**config.mk**
```make
export PLATFORM = sky130hd
export DESIGN_NAME = rs232_uart
export DESIGN_NICKNAME = d
export VERILOG_FILES = /design/src/rtl/rs232_uart.sv
export SDC_FILE = /design/constraint.sdc
export NUM_CORES = 1
export LEC_CHECK = 0
export ABC_AREA = 1
export BUFFER_PORTS_ARGS = -buffer_cell sky130_fd_sc_hd__buf_4
export CORE_ASPECT_RATIO = 0.8
export CORE_MARGIN = 1.5
export CORE_UTILIZATION = 60
export DETAILED_ROUTE_END_ITERATION = 10
export PLACE_DENSITY = 0.78
export SYNTH_ARGS = -nofsm -noshare
export SYNTH_HDL_FRONTEND = slang
export SYNTH_SLANG_ARGS = --single-unit
```
**constraint.sdc**
```tcl
create_clock -name clk -period 6.05 [get_ports clk]
set_input_delay 0.9075 -clock clk [delete_from_list [all_inputs] [get_ports clk]]
set_output_delay 0.9075 -clock clk [all_outputs]
set_load 0.005 [all_outputs]
```
**src/rtl/rs232_uart.sv**
```systemverilog
// rs232_uart: full-duplex 8N1 serial port with a fixed baud rate, bridging the
// UART pins to a byte-wide handshaked interface (ready/enable for transmit,
// one-cycle strobe for receive). Transmitter and receiver run independently.
`timescale 1ns/1ps
module rs232_uart #(
    parameter int CLK_FREQ  = 50_000_000,
    parameter int BAUD_RATE = 9600
) (
    input  logic       clk,
    input  logic       rst,
    input  logic       UART_RXD,
    input  logic       UART_CTS,
    output logic       UART_RTS,
    output logic       UART_TXD,
    input  logic [7:0] TX,
    input  logic       en_TX,
    output logic       TX_ready,
    output logic [7:0] RX,
    output logic       hasRX
);
    localparam logic [31:0] CYCLES_PER_BIT = 32'(CLK_FREQ / BAUD_RATE);
    localparam logic [31:0] BIT_LAST       = CYCLES_PER_BIT - 32'd1;
    localparam logic [31:0] HALF_LAST      = (CYCLES_PER_BIT >> 1) - 32'd1;

    typedef enum logic [1:0] {TX_IDLE, TX_START, TX_DATA, TX_STOP} tx_state_t;
    typedef enum logic [2:0] {RX_IDLE, RX_START, RX_DATA, RX_STOP, RX_WAIT_HIGH} rx_state_t;

    // Flow control is not used: always ready to receive, CTS is ignored.
    logic unused_cts;
    assign unused_cts = UART_CTS;
    assign UART_RTS   = 1'b0;

    tx_state_t   tx_state, tx_state_nxt;
    logic [31:0] tx_cnt, tx_cnt_nxt;
    logic [2:0]  tx_idx, tx_idx_nxt;
    logic [7:0]  tx_shift, tx_shift_nxt;
    logic        txd_q, txd_nxt;

    rx_state_t   rx_state, rx_state_nxt;
    logic [31:0] rx_cnt, rx_cnt_nxt;
    logic [2:0]  rx_idx, rx_idx_nxt;
    logic [7:0]  rx_shift, rx_shift_nxt;
    logic [7:0]  rx_byte, rx_byte_nxt;
    logic        has_rx, has_rx_nxt;
    logic        rxd_p0, rxd_p1;

    assign UART_TXD = txd_q;
    assign TX_ready = (tx_state == TX_IDLE);
    assign RX       = rx_byte;
    assign hasRX    = has_rx;

    // Transmitter registers: control is reset, the shift register only loads.
    always_ff @(posedge clk) begin
        if (rst) begin
            tx_state <= TX_IDLE;
            tx_cnt   <= 32'd0;
            tx_idx   <= 3'd0;
            txd_q    <= 1'b1;
        end else begin
            tx_state <= tx_state_nxt;
            tx_cnt   <= tx_cnt_nxt;
            tx_idx   <= tx_idx_nxt;
            txd_q    <= txd_nxt;
        end
        tx_shift <= tx_shift_nxt;
    end

    // Transmitter next state: each bit (start, data, stop) lasts CYCLES_PER_BIT clocks.
    always_comb begin
        tx_state_nxt = tx_state;
        tx_cnt_nxt   = tx_cnt + 32'd1;
        tx_idx_nxt   = tx_idx;
        tx_shift_nxt = tx_shift;
        txd_nxt      = txd_q;
        case (tx_state)
            TX_IDLE: begin
                tx_cnt_nxt = 32'd0;
                txd_nxt    = 1'b1;
                if (en_TX) begin
                    tx_shift_nxt = TX;
                    tx_state_nxt = TX_START;
                    txd_nxt      = 1'b0;
                end
            end
            TX_START: begin
                if (tx_cnt == BIT_LAST) begin
                    tx_cnt_nxt   = 32'd0;
                    tx_idx_nxt   = 3'd0;
                    txd_nxt      = tx_shift[0];
                    tx_state_nxt = TX_DATA;
                end
            end
            TX_DATA: begin
                if (tx_cnt == BIT_LAST) begin
                    tx_cnt_nxt   = 32'd0;
                    tx_shift_nxt = tx_shift >> 1;
                    if (tx_idx == 3'd7) begin
                        txd_nxt      = 1'b1;
                        tx_state_nxt = TX_STOP;
                    end else begin
                        txd_nxt    = tx_shift[1];
                        tx_idx_nxt = tx_idx + 3'd1;
                    end
                end
            end
            TX_STOP: begin
                if (tx_cnt == BIT_LAST) begin
                    tx_cnt_nxt   = 32'd0;
                    tx_state_nxt = TX_IDLE;
                end
            end
            default: tx_state_nxt = TX_IDLE;
        endcase
    end

    // Receiver registers, including the two-flop synchroniser on the line.
    always_ff @(posedge clk) begin
        if (rst) begin
            rxd_p0   <= 1'b1;
            rxd_p1   <= 1'b1;
            rx_state <= RX_IDLE;
            rx_cnt   <= 32'd0;
            rx_idx   <= 3'd0;
            rx_byte  <= 8'h00;
            has_rx   <= 1'b0;
        end else begin
            rxd_p0   <= UART_RXD;
            rxd_p1   <= rxd_p0;
            rx_state <= rx_state_nxt;
            rx_cnt   <= rx_cnt_nxt;
            rx_idx   <= rx_idx_nxt;
            rx_byte  <= rx_byte_nxt;
            has_rx   <= has_rx_nxt;
        end
        rx_shift <= rx_shift_nxt;
    end

    // Receiver next state: confirm start at half a bit, then sample mid-bit.
    always_comb begin
        rx_state_nxt = rx_state;
        rx_cnt_nxt   = rx_cnt + 32'd1;
        rx_idx_nxt   = rx_idx;
        rx_shift_nxt = rx_shift;
        rx_byte_nxt  = rx_byte;
        has_rx_nxt   = 1'b0;
        case (rx_state)
            RX_IDLE: begin
                rx_cnt_nxt = 32'd0;
                if (!rxd_p1) rx_state_nxt = RX_START;
            end
            RX_START: begin
                if (rx_cnt == HALF_LAST) begin
                    rx_cnt_nxt   = 32'd0;
                    rx_idx_nxt   = 3'd0;
                    // A line already back high here was only a glitch.
                    rx_state_nxt = rxd_p1 ? RX_IDLE : RX_DATA;
                end
            end
            RX_DATA: begin
                if (rx_cnt == BIT_LAST) begin
                    rx_cnt_nxt   = 32'd0;
                    rx_shift_nxt = {rxd_p1, rx_shift[7:1]};
                    if (rx_idx == 3'd7) rx_state_nxt = RX_STOP;
                    else                rx_idx_nxt   = rx_idx + 3'd1;
                end
            end
            RX_STOP: begin
                if (rx_cnt == BIT_LAST) begin
                    rx_cnt_nxt = 32'd0;
                    if (rxd_p1) begin
                        rx_byte_nxt  = rx_shift;
                        has_rx_nxt   = 1'b1;
                        rx_state_nxt = RX_IDLE;
                    end else begin
                        // Framing error: drop the byte, re-arm once the line idles.
                        rx_state_nxt = RX_WAIT_HIGH;
                    end
                end
            end
            RX_WAIT_HIGH: begin
                rx_cnt_nxt = 32'd0;
                if (rxd_p1) rx_state_nxt = RX_IDLE;
            end
            default: rx_state_nxt = RX_IDLE;
        endcase
    end
endmodule

```
; After elaboration in Yosys (flattened, before gate mapping)
; Index checks and enable logic that the tools add are counted.
[classes]
n_reduce_logical = 18
n_eq_ne = 25
n_addsub = 4
n_bitwise = 2
n_mux = 37
[op_table]
columns = op, n
row1 = two-way mux 32 bit, 3
row2 = one-hot mux 32 bit (3 select lines), 1
row3 = adder 32 x 1 -> 32 bit (second input constant), 2
row4 = == test 32 x 13 -> 1 bit (second input constant), 2
row5 = one-hot mux 32 bit (2 select lines), 1
row6 = two-way mux 3 bit, 13
row7 = == test 32 x 12 -> 1 bit (second input constant), 1
row8 = inequality test 2 bit (second input constant), 13
row9 = two-way mux 8 bit, 2
row10 = one-hot mux 8 bit (2 select lines), 1
row11 = one-hot mux 3 bit (5 select lines), 1
row12 = two-way mux 2 bit, 6
row13 = one-hot mux 3 bit (2 select lines), 2
row14 = == test 3 bit (second input constant), 3
row15 = AND reduction 3 bit, 3
row16 = one-hot mux 2 bit (4 select lines), 1
row17 = AND reduction 4 bit, 2
row18 = adder 3 x 1 -> 3 bit (second input constant), 2
row19 = == test 3 x 2 -> 1 bit (second input constant), 2
row20 = AND reduction 6 bit, 1
row21 = nonzero test 2 bit, 3
row22 = OR reduction 3 bit, 2
row23 = two-way mux 1 bit, 5
row24 = AND reduction 5 bit, 1
row25 = other kinds (10), 13
[word_totals]
wordCells = 99
output_inout_bits = 12
ff_bits = 103
input_bits = 13

; Longest topological paths before layout
; Gate-level depths: netlist (run 1).
[logic_depth]
depth_word = 4
ltp_mapped = 13
depth_no_buf = 13

; Worst setup path before layout (run 1)
; Ideal clock, no wire load.
[synth_timing]
path_type = reg-to-reg
startpoint = register tx_cnt[0]
endpoint = register tx_shift[0] (enable)
setup_slack_ns = 3.964
path_stages_with_launch = 8
arrival_ns = 1.700
required_ns = 5.664
path_cell_list = dfxtp_1 -> ha_1 -> nand2_1 -> inv_1 -> nand3_1 -> nor2_1 -> nand4_1 -> a211oi_1
[synth_via]
elab_chain_cells = 3
[synth_rtl]
columns = element, line_no
row1 = start: declaration, 34  ; logic [31:0] tx_cnt, tx_cnt_nxt;
row2 = start signal: assignment, 61  ; tx_cnt <= tx_cnt_nxt;
row3 = == test 32 x 13 -> 1 bit, 94  ; if (tx_cnt == BIT_LAST) begin
row4 = inequality test 2 bit (no source line), n/a
row5 = AND reduction 3 bit (no source line), n/a
row6 = end signal: assignment, 65  ; tx_shift <= tx_shift_nxt;
row7 = end: declaration, 36  ; logic [7:0] tx_shift, tx_shift_nxt;
; Every way passes these cells.
; A chain may end at the register's enable or synchronous reset.

; Final worst setup path (run 1)
[layout_timing]
startpoint = register tx_cnt[0]
endpoint = register tx_shift[3] (enable)
; The elaborated chain is that of the path after synthesis.

==> results of run 1 <==
[metal layers]
metal | part of all wire [%] | routed length [µm]
met4 | 1.0 | 121
met3 | 6.5 | 765
met2 | 42 | 4910
met5 | 0 | 0
met1 | 50 | 5910
[logic make-up after synthesis]
kind of cell | synth area share, %
other cells | 0.0698
buf+inv | 8.68
fa+ha+maj | 2.33
xor+xnor | 2.61
compound gates | 7.03
flops | 41.3
simple gates | 37.9
[power breakdown]
part | total [mW] | internal (mW) | switching [mW]
registers | 0.807 | 0.768 | 0.0396
logic | 0.475 | 0.146 | 0.329
clock network | 0.394 | 0.161 | 0.233
total | 1.68 | 1.08 | 0.601
[per-stage QoR]
stage               power (mW)  area (µm²)  setup slack, ns  utilization (%)
global route              1.77        5790             3.29             67.4
CTS                       1.68        5790             3.47             67.4
global placement          1.27        5630             3.53             65.4
floorplan                 1.20        5380             3.96                -
detailed placement        1.29        5630             3.47             65.4
finish                    1.68        5790             3.48             67.4
[registers in the layout (all words and copies together), names as in the netlist]
signal	flops
RX	8
UART_TXD	1
hasRX	1
rx_cnt	32
rx_idx	3
rx_shift	8
rx_state	3
rxd_p0	1
rxd_p1	1
tx_cnt	32
tx_idx	3
tx_shift	8
tx_state	2
[area by class of cell]
type	count	share of cell area (%)
clock buffer	13	2.57
tap	112	2.42
inverter	105	6.85
clock inverter	3	0.324
multi-input combinational	550	46.4
timing repair buffer	24	3.11
sequential	103	38.4
[final timing paths]
| kind | to | start |
|---|---|---|
| max | tx_shift[3] | tx_cnt[0] |
| min | rx_shift[2] | rx_shift[3] |
| max reg2reg | tx_shift[3] | tx_cnt[0] |
| min reg2reg | rx_shift[2] | rx_shift[3] |
[cells in the final DEF (no fill, tap or decap), types with 2 or more instances in the layout]
cell / instances
edfxtp_1: 16
clkinv_1: 3
nor3_1: 32
buf_4: 24
nor2_2: 13
xnor2_1: 5
nand3_1: 58
nor2_4: 3
clkbuf_1: 3
nand2_1: 172
clkinv_2: 2
nor4_1: 4
xor2_1: 11
a21oi_1: 32
o211ai_1: 2
inv_2: 4
nand4_1: 24
clkbuf_8: 10
inv_1: 97
a31oi_1: 3
o21ai_0: 21
nor3b_1: 3
nor3_2: 4
or2_2: 5
o311ai_0: 5
nor2_1: 131
dfxtp_1: 87
and3_1: 2
ha_1: 10
[critical path, cell delays in order (launching register included)]
cell	delay (ns)
dfxtp_1	0.39
ha_1	0.18
nand2_1	0.08
inv_1	0.10
nand3_1	0.08
nor2_1	0.11
nand4_1	0.26
a211oi_1	0.99
==> flow_summary.toml, run 1 <==
[clock_network]
numCtsBuffers = 9
clockBufferDepth = 2
clk_latency_ns = 0.39
clock_sink_count = 103
cts_root_buf = "clkbuf_8"
htreeDepth = 3
clk_pin_slew_ns = 0.10
tritoncts = "yes"
cts_resized = 0
cts_setup_buffers = 0
hold_buffers = 0

[sta]
maxSlewViolCount = 0
period_share_pct = 42.5
worst_pin_slew_ns = 1.15
setup_viol = 0
finalSetupTns_ns = 0
fmax_mhz = 389
slew_headroom_pct = 22.9
skew_ns = 0.0154
rsz0062_at_grt = "false"
hold_ws_ns = 0.448
min_period_ns = 2.57
hold_violations = 0

[synthesis]
synth_flop_cell = "dfxtp_1"
synth-async-reset-ratio_pct = 0
synth_top_area_share_pct = 32.4
synth_area_leaders = "dfxtp_1 (32%), nand2_1 (12%), nor2_1 (9.1%)"
synth.most_common_cell = "nand2_1"
synth.avg_cell_area_um2 = 6.97
ys_types = 40
synth.largest_area_cell = "dfxtp_1"
synth.top_cells.by_count = "nand2_1 (172), nor2_1 (131), inv_1 (97), dfxtp_1 (87), nand3_1 (58)"
postSynthCellCount = 771
synth_seq_area_share_pct = 41.3
syn_area_um2 = 5380
yosysWarnings = 0
synth_edf_count = 16
syn-num-nets = 794
ys_seq_elements = 103

[place]
place_hpwl_mm = 8.59
gp_congestion = 0.936
placedCellCount = 894
port_buffers = 22

[final_layout]
layout-drive-gt1-share_pct = 8.77
fin_nets = 816
diodes = 0
regArea_um2 = 2220
multiInputGateArea_um2 = 2690
n_fill_cell = 764
areaGrowthSynthToFinish_pct = 7.77
fin_cells = 910

[global_route]
met2_usage_pct = 40.1
grt_remaining_overflow = 0
antenna_found_initial = 0
grt_max_degree = 35
grt_use_met3_pct = 5.65
top_usage_layer = "met2"
use_met1_pct = 38.3
grt_first_pass_wirelength_mm = 19.9
grt_pass1_vias = 4327
grt_usage_pct = 26.5

[routing]
first_iter_violations = 462
viasPerCell = 5.43
post_drt_wl_per_cell_um = 12.9
ant_nets = 0
drc = 0
vias = 4940
routed_wl_mm = 11.7
firstDrtPassIters = 5

[critical_path]
path_class = "reg2reg"
endpoint_kind = "register"
crit_arrival_ns = 2.58
r2r_cells = 7
worstPathMaxFanout = 8
r2r_slack_ns = 3.48
start_kind = "register"
worst_ep_required_time_ns = 6.05

[min_path]
hp-class = "reg2reg"
hold_depth = 0

[pwr]
vdd_drop_max_mv = 0.209
power_density_nw_per_um2 = 289
p_leak_nw = 2.13

[floorplan]
fp.dieW_um = 109
die_height_um = 87.7
dieArea_um2 = 9540
ioPinCount = 25
initial_core_util_pct = 62.5
rows = 30
fp.coreArea_um2 = 8600

[flow_run]
cap_violations = 0

[run_status]
status = "complete, no violations"
Note: power is estimated with default switching activity, not from simulation.
==> inputs of run 2 (changes only) <==
Settings changed: CORE_UTILIZATION 60 to 56, PLACE_DENSITY 0.78 to 0.77.
Clock period 6.05 ns to 2.2 ns, I/O delays scaled along.
==> run 2 against run 1 <==
  * Sequential share of layout area is 1.1 points lower
  * Clock skew decreased by 0.0035 ns
  * Die area up 6.9%
  * Clock-buffer cell count shrank 1
  * Largest cell class unchanged
  * Largest power group unchanged
==> flow_summary.toml, run 2 (synthesized netlist as in run 1, its figures left out) <==
[run_status]
status = "complete, no violations"

[global_route]
grt_use_met3_pct = 5.50
grt_first_pass_wirelength_mm = 20.4
antenna_found_initial = 0
top_usage_layer = "met2"
use_met1_pct = 33.9
grt_max_degree = 33
grt_pass1_vias = 4532
met2_usage_pct = 38.2
grt_remaining_overflow = 0
grt_usage_pct = 24.5

[clock_network]
clk_pin_slew_ns = 0.07
hold_buffers = 0
clockBufferDepth = 2
clock_sink_count = 103
cts_setup_buffers = 0
htreeDepth = 3
clk_latency_ns = 0.35
cts_root_buf = "clkbuf_16"
tritoncts = "yes"
numCtsBuffers = 9
cts_resized = 0

[pwr]
vdd_drop_max_mv = 0.527
p_leak_nw = 2.20
power_density_nw_per_um2 = 848

[critical_path]
path_class = "reg2reg"
slowest_stage = "dfxtp_1"
cp_cell_sequence = "ha_1 > nand2_1 > inv_1 > nand3_1 > nor2_1 > nand4_1 > a211oi_1 > buf_4"
worst_ep_required_time_ns = 2.26
cpPeakStageDelay_ns = 0.37
crit_buf_inv = 2
start_kind = "register"
endpoint_kind = "register"
crit_arrival_ns = 2.07
crit_family = "simple AND/OR/NAND/NOR gates"
worstPathMaxFanout = 8

[sta]
fmax_mhz = 497
hold_ws_ns = 0.162
skew_ns = 0.0118
worst_pin_slew_ns = 0.516
hold_violations = 0
setup_viol = 0
fin_ws_ns = 0.189
period_share_pct = 91.4
finalSetupTns_ns = 0
slew_headroom_pct = 65.4
maxSlewViolCount = 0
min_period_ns = 2.01
rsz0062_at_grt = "false"

[final_layout]
layout-drive-gt1-share_pct = 9.22
final_common_cell = "nand2_1"
largest_registers = "rx_cnt: 32 flops, tx_cnt: 32 flops"
diodes = 0
fin_nets = 821
areaGrowthSynthToFinish_pct = 10.8
final_cell_mix = "nand2_1 (172), nor2_1 (131), inv_1 (97)"
fin_cells = 918
final_util_pct = 64.8

[place]
gp_congestion = 0.934
placedCellCount = 902
place_hpwl_mm = 8.55
dp_slack_ns = 0.239
port_buffers = 22

[routing]
firstDrtPassIters = 7
first_iter_violations = 383
post_drt_wl_per_cell_um = 12.7
ant_nets = 0
drc = 0
routed_wl_mm = 11.7
vias = 4979
viasPerCell = 5.42

[floorplan]
initial_core_util_pct = 58.5
fp.dieW_um = 113
rows = 31
dieArea_um2 = 10200
ioPinCount = 25
fp.coreArea_um2 = 9190
die_height_um = 90.6

[min_path]
hp-class = "in2reg"

[flow_run]
cap_violations = 0
-- run 2: through the flow --
step,instance area (µm²),total power [mW]
floorplan,5380,3.29
finish,5960,5.05
detailed placement,5680,3.57
CTS,5960,5.08
global placement,5680,3.52
global route,5960,5.37
-- run 2: cell type report --
cell class	instances	area [µm²]
flip-flops and latches	103	2220
fillers	822	3240
well taps	115	144
clock inverters	4	20.0
inverters	105	397
clock buffers	12	258
multi-input cells	550	2690
repair buffers	29	230
-- run 2: path summary, 6_finish.rpt --
check,depth (start not counted),startpoint,slack (ns),end
setup / recovery,8,tx_cnt[0],0.19,tx_shift[1]
hold / removal,2,UART_RXD,0.16,rxd_p0
setup reg to reg,8,tx_cnt[0],0.19,tx_shift[1]
hold reg to reg,1,rxd_p0,0.42,rxd_p1
-- run 2: worst register-to-register path, stage by stage, from the launching register on --
cell,delay (ns)
dfxtp_1,0.37
ha_1,0.18
nand2_1,0.08
inv_1,0.09
nand3_1,0.08
nor2_1,0.11
nand4_1,0.24
a211oi_1,0.34
buf_4,0.23
-- run 2: power breakdown --
part | switching, mW | total, mW | internal (mW)
registers | 0.0999 | 2.21 | 2.11
clock network | 0.678 | 1.51 | 0.828
logic | 0.899 | 1.34 | 0.438
total | 1.68 | 5.05 | 3.38
-- run 2: metal layers --
metal  share of wire (%)  wire length (µm)
met5                   0                 0
met4                 1.5               177
met3                 7.1               832
met2                  44              5120
met1                  48              5550
